==> config.mk <==
export PLATFORM = sky130hd
export DESIGN_NAME = mem_access_unit
export DESIGN_NICKNAME = d
export VERILOG_FILES = /design/src/rtl/mem_access_unit.sv
export SDC_FILE = /design/constraint.sdc
export NUM_CORES = 1
export LEC_CHECK = 0
export ABC_CLOCK_PERIOD_IN_PS = 4000
export BUFFER_PORTS_ARGS = -buffer_cell sky130_fd_sc_hd__buf_2
export CORE_ASPECT_RATIO = 1.4
export CORE_UTILIZATION = 40
export CTS_BUF_LIST = sky130_fd_sc_hd__clkbuf_2 sky130_fd_sc_hd__clkbuf_4 sky130_fd_sc_hd__clkbuf_8
export DETAILED_ROUTE_END_ITERATION = 10
export HOLD_SLACK_MARGIN = 0.15
export MAX_ROUTING_LAYER = met4
export PLACE_DENSITY = 0.72
export SLEW_MARGIN = 20
export SYNTH_ARGS = -nofsm -noshare
export SYNTH_HDL_FRONTEND = slang
export SYNTH_SLANG_ARGS = --single-unit
==> constraint.sdc <==
create_clock -name clk -period 4 [get_ports clk]
set_input_delay 0.4 -clock clk [delete_from_list [all_inputs] [get_ports clk]]
set_output_delay 0.4 -clock clk [all_outputs]
set_load 0.02 [all_outputs]
==> src/rtl/mem_access_unit.sv <==
// MEM-stage load/store front end: aligns and extends loads, turns byte/halfword
// stores into a read-modify-write on a word-wide data memory.
module mem_access_unit #(
  parameter int DATA_WIDTH = 32,
  parameter int ADDR_WIDTH = 32
) (
  input  logic                  clk,
  input  logic                  rst,
  input  logic                  req_valid,
  input  logic                  req_we,
  input  logic [1:0]            req_size,
  input  logic                  req_unsigned,
  input  logic [ADDR_WIDTH-1:0] req_addr,
  input  logic [DATA_WIDTH-1:0] req_wdata,
  input  logic [DATA_WIDTH-1:0] mem_rdata,
  output logic [ADDR_WIDTH-1:0] mem_addr,
  output logic [DATA_WIDTH-1:0] mem_wdata,
  output logic                  mem_we,
  output logic                  stall,
  output logic                  rdata_valid,
  output logic [DATA_WIDTH-1:0] rdata,
  output logic                  misaligned
);

  localparam int LANES = DATA_WIDTH / 8;

  typedef enum logic {IDLE, MERGE} state_t;

  state_t                state_reg, state_next;
  logic [DATA_WIDTH-1:0] merge_reg, merge_next;
  logic [DATA_WIDTH-1:0] rdata_reg, rdata_next;
  logic                  rdata_valid_reg, rdata_valid_next;
  logic                  misaligned_reg, misaligned_next;

  logic                  is_misaligned;
  logic [LANES-1:0]      lane_sel;
  logic [DATA_WIDTH-1:0] merged_word;
  logic [DATA_WIDTH-1:0] load_data;
  logic [7:0]            ld_byte;
  logic [15:0]           ld_half;

  assign mem_addr = {2'b00, req_addr[ADDR_WIDTH-1:2]};

  assign is_misaligned = (req_size == 2'b11) ||
                         ((req_size == 2'b01) && req_addr[0]) ||
                         ((req_size == 2'b10) && (req_addr[1:0] != 2'b00));

  always_comb begin
    lane_sel = '0;
    case (req_size)
      2'b00:   lane_sel[req_addr[1:0]] = 1'b1;
      2'b01:   lane_sel = req_addr[1] ? 4'b1100 : 4'b0011;
      default: lane_sel = '1;
    endcase
  end

  // Each lane takes the store byte that lands on it: byte stores replicate
  // wdata[7:0], halfword stores use wdata[15:0] on either half.
  generate
    for (genvar gi = 0; gi < LANES; gi++) begin : g_lane
      logic [7:0] store_byte;
      assign store_byte = (req_size == 2'b00) ? req_wdata[7:0]
                                              : req_wdata[8*(gi%2) +: 8];
      assign merged_word[8*gi +: 8] = lane_sel[gi] ? store_byte
                                                   : merge_reg[8*gi +: 8];
    end
  endgenerate

  assign ld_byte = mem_rdata[{req_addr[1:0], 3'b000} +: 8];
  assign ld_half = req_addr[1] ? mem_rdata[31:16] : mem_rdata[15:0];

  always_comb begin
    case (req_size)
      2'b00: load_data = req_unsigned ? {{(DATA_WIDTH-8){1'b0}}, ld_byte}
                                      : {{(DATA_WIDTH-8){ld_byte[7]}}, ld_byte};
      2'b01: load_data = req_unsigned ? {{(DATA_WIDTH-16){1'b0}}, ld_half}
                                      : {{(DATA_WIDTH-16){ld_half[15]}}, ld_half};
      default: load_data = mem_rdata;
    endcase
  end

  always_comb begin
    state_next       = state_reg;
    merge_next       = merge_reg;
    rdata_next       = rdata_reg;
    rdata_valid_next = 1'b0;
    misaligned_next  = 1'b0;
    stall            = 1'b0;
    mem_we           = 1'b0;
    mem_wdata        = req_wdata;
    case (state_reg)
      IDLE: begin
        if (req_valid) begin
          if (is_misaligned) begin
            misaligned_next = 1'b1;
            rdata_next      = '0;
          end else if (!req_we) begin
            rdata_next       = load_data;
            rdata_valid_next = 1'b1;
          end else if (req_size == 2'b10) begin
            mem_we = 1'b1;
          end else begin
            // Capture the old word now; the merged write goes out next cycle.
            merge_next = mem_rdata;
            stall      = 1'b1;
            state_next = MERGE;
          end
        end
      end
      MERGE: begin
        mem_we     = 1'b1;
        mem_wdata  = merged_word;
        state_next = IDLE;
      end
      default: state_next = IDLE;
    endcase
    if (rst) begin
      stall  = 1'b0;
      mem_we = 1'b0;
    end
  end

  always_ff @(posedge clk) begin
    if (rst) begin
      state_reg       <= IDLE;
      merge_reg       <= '0;
      rdata_reg       <= '0;
      rdata_valid_reg <= 1'b0;
      misaligned_reg  <= 1'b0;
    end else begin
      state_reg       <= state_next;
      merge_reg       <= merge_next;
      rdata_reg       <= rdata_next;
      rdata_valid_reg <= rdata_valid_next;
      misaligned_reg  <= misaligned_next;
    end
  end

  assign rdata       = rdata_reg;
  assign rdata_valid = rdata_valid_reg;
  assign misaligned  = misaligned_reg;

endmodule

# After elaboration in Yosys (flattened, before gate mapping)
# Cells that the tools add are included.
op_classes:
  n_bitwise: 4
  order_cmp: 2
  shifts: 1
  add_sub_neg: 0
  n_mux: 31
  eq_ne: 4
  mul: 0
  n_div: 0
  reduce_logical: 11
op_table:
  columns: ["operator", "count"]
  rows:
  - ["32-bit 2-to-1 mux", 5]
  - ["32-bit one-hot mux with 2 select lines", 1]
  - ["8-bit 2-to-1 mux", 5]
  - ["32-bit by 6-bit variable part select with 8-bit output", 1]
  - ["16-bit 2-to-1 mux", 1]
  - ["1-bit 2-to-1 mux", 14]
  - ["4-bit one-hot mux with 2 select lines", 1]
  - ["5-bit AND reduction", 1]
  - ["2-bit == test, second input constant", 2]
  - ["4-bit 2-to-1 mux", 1]
  - ["1-bit inverter", 4]
  - ["1-bit one-hot mux with 2 select lines", 2]
  - ["4-bit OR reduction", 1]
  - ["1-bit logical AND", 3]
  - ["2-bit by 3-bit < comparator with 1-bit output, second input constant", 1]
  - ["3-bit AND reduction", 1]
  - ["3-bit OR reduction", 1]
  - ["1-bit demux with 2-bit select", 1]
  - ["2-bit by 1-bit == test with 1-bit output, second input constant", 1]
  - ["2-bit by 1-bit >= comparator with 1-bit output, second input constant", 1]
  - ["2-bit logical NOT", 1]
  - ["1-bit logical OR", 2]
  - ["2-bit by 1-bit != test with 1-bit output, second input constant", 1]
  - ["2-bit nonzero test", 1]
totals:
  mem_count: 0
  elab_cells: 58
  ff_bits: 67
  ram_bits: 0
  out_inout_bits: 100
  romBits: 0
  latch_bits: 0
  in_bits: 103

# Logic depth before layout (Yosys ltp)
depth:
  ltp_word: 8
  depth_mapped: 7

# Least setup slack after synthesis
# No wires, ideal clock.
synth_path:
  kind: "in2out"
  startpoint: "in req_addr[0]"
  endpoint: "out mem_we"
  required_ps: 3600
  cell_stages: 5
  path_slack_ps: 1883
  n_path_buf: 1
  t_arrival_ps: 1717
  cell_sequence: "buf_4 > a21oi_2 > o21ai_1 > or4b_1 > a21oi_1"
synth_via:
  elab_chain_len: 7
  elab_cells_between_ends: 9
  classes_between: "mux: 4; reduce/logical: 5"
synth_lines:
  columns: ["element", "line", "rtl"]
  rows:
  - ["start, declared", "13", "input logic [ADDR_WIDTH-1:0] req_addr,"]
  - ["2-bit nonzero test / 1-bit logical AND (equally long branches)", "46, 45", null]
  - ["1-bit logical AND / 1-bit logical OR (equally long branches)", "46, 44", null]
  - ["1-bit logical OR (*)", "45", "((req_size == 2'b01) && req_addr[0]) ||"]
  - ["1-bit 2-to-1 mux (*)", "94", "if (is_misaligned) begin"]
  - ["1-bit 2-to-1 mux (*)", "93", "if (req_valid) begin"]
  - ["1-bit one-hot mux with 2 select lines (*)", "91", "case (state_reg)"]
  - ["1-bit 2-to-1 mux (*)", "117", "if (rst) begin"]
  - ["end, declared", "18", "output logic mem_we,"]
# Every way passes the cells marked *; elsewhere a longest branch is shown, timed or not.

# Worst setup path after layout
layout_path:
  startpoint: "reg state_reg"
  endpoint: "out mem_wdata[3]"
layout_via:
  elab_chain_len: 1
layout_lines:
  columns: ["element", "line", "rtl"]
  rows:
  - ["start, declared", "29", "state_t state_reg, state_next;"]
  - ["start signal, assigned", "131", "state_reg <= state_next;"]
  - ["32-bit 2-to-1 mux", "91", null]
  - ["end, declared", "17", "output logic [DATA_WIDTH-1:0] mem_wdata,"]
# Every way passes these cells.

==> metrics.txt <==
status=finished clean; total global-route track usage=22.7%; first-pass GRT wire length=17400 um; Hold Crit Start=mem_rdata[1]; largest net degree at the start of global routing=39; max incr delay on CP=0.76 ns; number of port buffers=140; buffers and inverters on the worst path=3; Setup CP Type=register to output pin; DR vias=3489; Max stage delay cell, worst path=dfxtp_1; Final Slew Violations=0; floorplan row count=42; final worst setup slack=1.18 ns; CTS Buf Count=9; H-tree Lvls=3; Final #Nets=643; critical path depth in cells=5; Die Y=119 um; Avg Inst Size Synth=8.78 sq um; number of global-route vias before repair=3412; routed vias/inst=5.33; fin crit period=2.82 ns; clock sink count=67; layout cells sized above 1=36.5%; RR Startpoint=state_reg; Avg WL per Cell=17.2 um; Final setup viols=0; Post-Synth XOR/XNOR Area=0%; Main synth FF type=dfxtp_1; largest family of logic cells by synthesized area=compound AO/OA/AOI/OAI gates; Fin Clk Skew=0.00541 ns; Rel. slew slack=39.0%; hold crit path type=primary input to register; R2R depth=5; # DRC=0; TritonCTS clock tree=yes; Die Wd=85.5 um; Async SR Flop Fraction=0%; cts-stage hold buffer count=0; Post-Synth Adder-Cell Area=0%; HPWL after DPL=8930 um; Reg clk slew, reported paths=0.07 ns; post-synthesis mux area share=13.8%; cell family with most CP delay=flip-flops; Max-cap violations=0; Starting Density=41.3%; Final Cycle Share=70.6%; Post-synth EDFFs=0; Max Clock Freq=354 MHz; Ys Warns=0; Root Driver=clkbuf_8; Mapped Area=3910 sq um; Hold Crit Depth=3; drt total wl=11300 um; PD cells=334 nW/um^2; RePlAce Congestion=0.847; Setup Total Neg Slack=0 ns; clk_lat worst skew=0.33 ns; type of origin of the critical path=register; synthesized netlist cell count=445; Post-CTS Setup Repair Bufs=0; Peak supply drop=144 uV; clk buf depth=2; ant diodes=0; I/O Pins=203; post-layout util=48.3%; dpl ws=1.39 ns; beginning of the critical path=state_reg; register area share after synthesis=34.3%; Slew @ Worst Pin=0.915 ns; library cells used by synthesis=46; DR pass1 iterations=5; Post-CTS Resized=0; critical path data required time=3.60 ns; Leakage=2.10 nW; die area=10200 sq um; worst-path cell chain=inv_1 -> buf_4 -> or2_1 -> mux2_1 -> buf_2; CORE AREA=9460 sq um; Compound-Gate Fraction of Synth Area=24.2%; CP arrival=2.42 ns; Worst Path Max Fanout=35; antenna viol nets, final=0; Overflow after GRT=0; Initial DRC Count=201; Hold Vio Cnt, Final=0; Worst Setup End Kind=output pin; initial antenna violation count=0; Simple-Gate Fraction of Synth Area=16.0%; Yosys reg bits=67; RSZ-0062 raised after global routing=false; synth-to-layout area growth=17.0%; Power Total=1.52 mW
layer usage:
metal / up-vias / part of all wire (%) / global-route usage [%]
li1: 1726 / - / -
met1: 1599 / 44 / 27.3
met3: 33 / 5.0 / 3.74
met4: 0 / 3.5 / 12.8
met2: 131 / 48 / 35.9
met5: - / 0 / -
report_power, final:
part | internal, mW | total, mW | switching, mW
sequential | 0.688 | 0.700 | 0.0119
clock | 0.278 | 0.506 | 0.229
combinational | 0.122 | 0.319 | 0.197
total | 1.09 | 1.52 | 0.438
final timing paths:
check                                     end  slack, ns
worst max register to register  merge_reg[21]       1.91
worst max-delay path             mem_wdata[3]       1.18
worst min-delay path             merge_reg[1]       0.32
worst min register to register  merge_reg[14]       0.45
placed cells by master (no fill, tap or decap), types with 2 or more instances in the layout:
master	synthesis	routed
buf_2	14	140
nand3b_1	2	2
clkbuf_8	0	11
nor2_1	11	11
nand2_1	90	90
o21ai_1	17	17
a222oi_1	7	7
buf_4	34	5
clkinv_2	0	2
mux2_1	15	15
o2bb2ai_1	7	7
a21oi_4	3	3
mux2_4	2	2
nor3_2	3	3
nand2b_1	15	15
mux2i_1	25	25
mux2_2	8	8
inv_2	3	3
inv_1	11	11
clkbuf_4	0	3
conb_1	1	2
a21oi_1	42	42
dfxtp_1	67	67
a21o_1	7	7
a221oi_2	7	7
a22o_1	18	18
o21ai_2	2	2
cell families after synthesis:
logic type      after synthesis
simple gates                132
other cells                   1
flops                        67
mux                          50
compound gates              119
buf+inv                      76
tightest hold or removal path, cell delays in order:
cell     delay [ns]
buf_2          0.11
nand2_1        0.05
a21oi_1        0.05
cell usage after synthesis, types with 3 or more instances:
| master | instances | area share [%] |
|---|---|---|
| nand2_1 | 90 | 8.6 |
| dfxtp_1 | 67 | 34 |
| a21oi_1 | 42 | 5.4 |
| buf_4 | 34 | 6.5 |
| mux2i_1 | 25 | 6.4 |
| a22o_1 | 18 | 4.0 |
| o21ai_1 | 17 | 2.2 |
| mux2_1 | 15 | 4.3 |
| nand2b_1 | 15 | 2.4 |
| buf_2 | 14 | 1.8 |
| clkbuf_1 | 11 | 1.1 |
| inv_1 | 11 | 1.1 |
| nor2_1 | 11 | 1.1 |
| mux2_2 | 8 | 2.3 |
| a21o_1 | 7 | 1.3 |
| a221oi_2 | 7 | 2.7 |
| a222oi_1 | 7 | 1.8 |
| o2bb2ai_1 | 7 | 1.6 |
| a21oi_4 | 3 | 1.2 |
| buf_6 | 3 | 0.86 |
| inv_2 | 3 | 0.29 |
| nor3_2 | 3 | 0.77 |
cell type report:
cell class	count	area [sq um]
clock inverter	2	10.0
inverter	14	52.6
multi-input combinational	303	2120
fill	934	4890
clock buffer	14	174
tap	110	138
sequential	67	1340
timing repair buffer	145	738
per-stage QoR:
stage | instances | hold slack, ns | cell area, sq um
global placement | 639 | 0.432 | 4390
global route | 655 | 0.315 | 4570
floorplan | 446 | 0.432 | 3910
CTS | 655 | 0.306 | 4570
detailed placement | 639 | 0.436 | 4390
finish | 655 | 0.324 | 4570
Power figures use the tool's default switching activity.
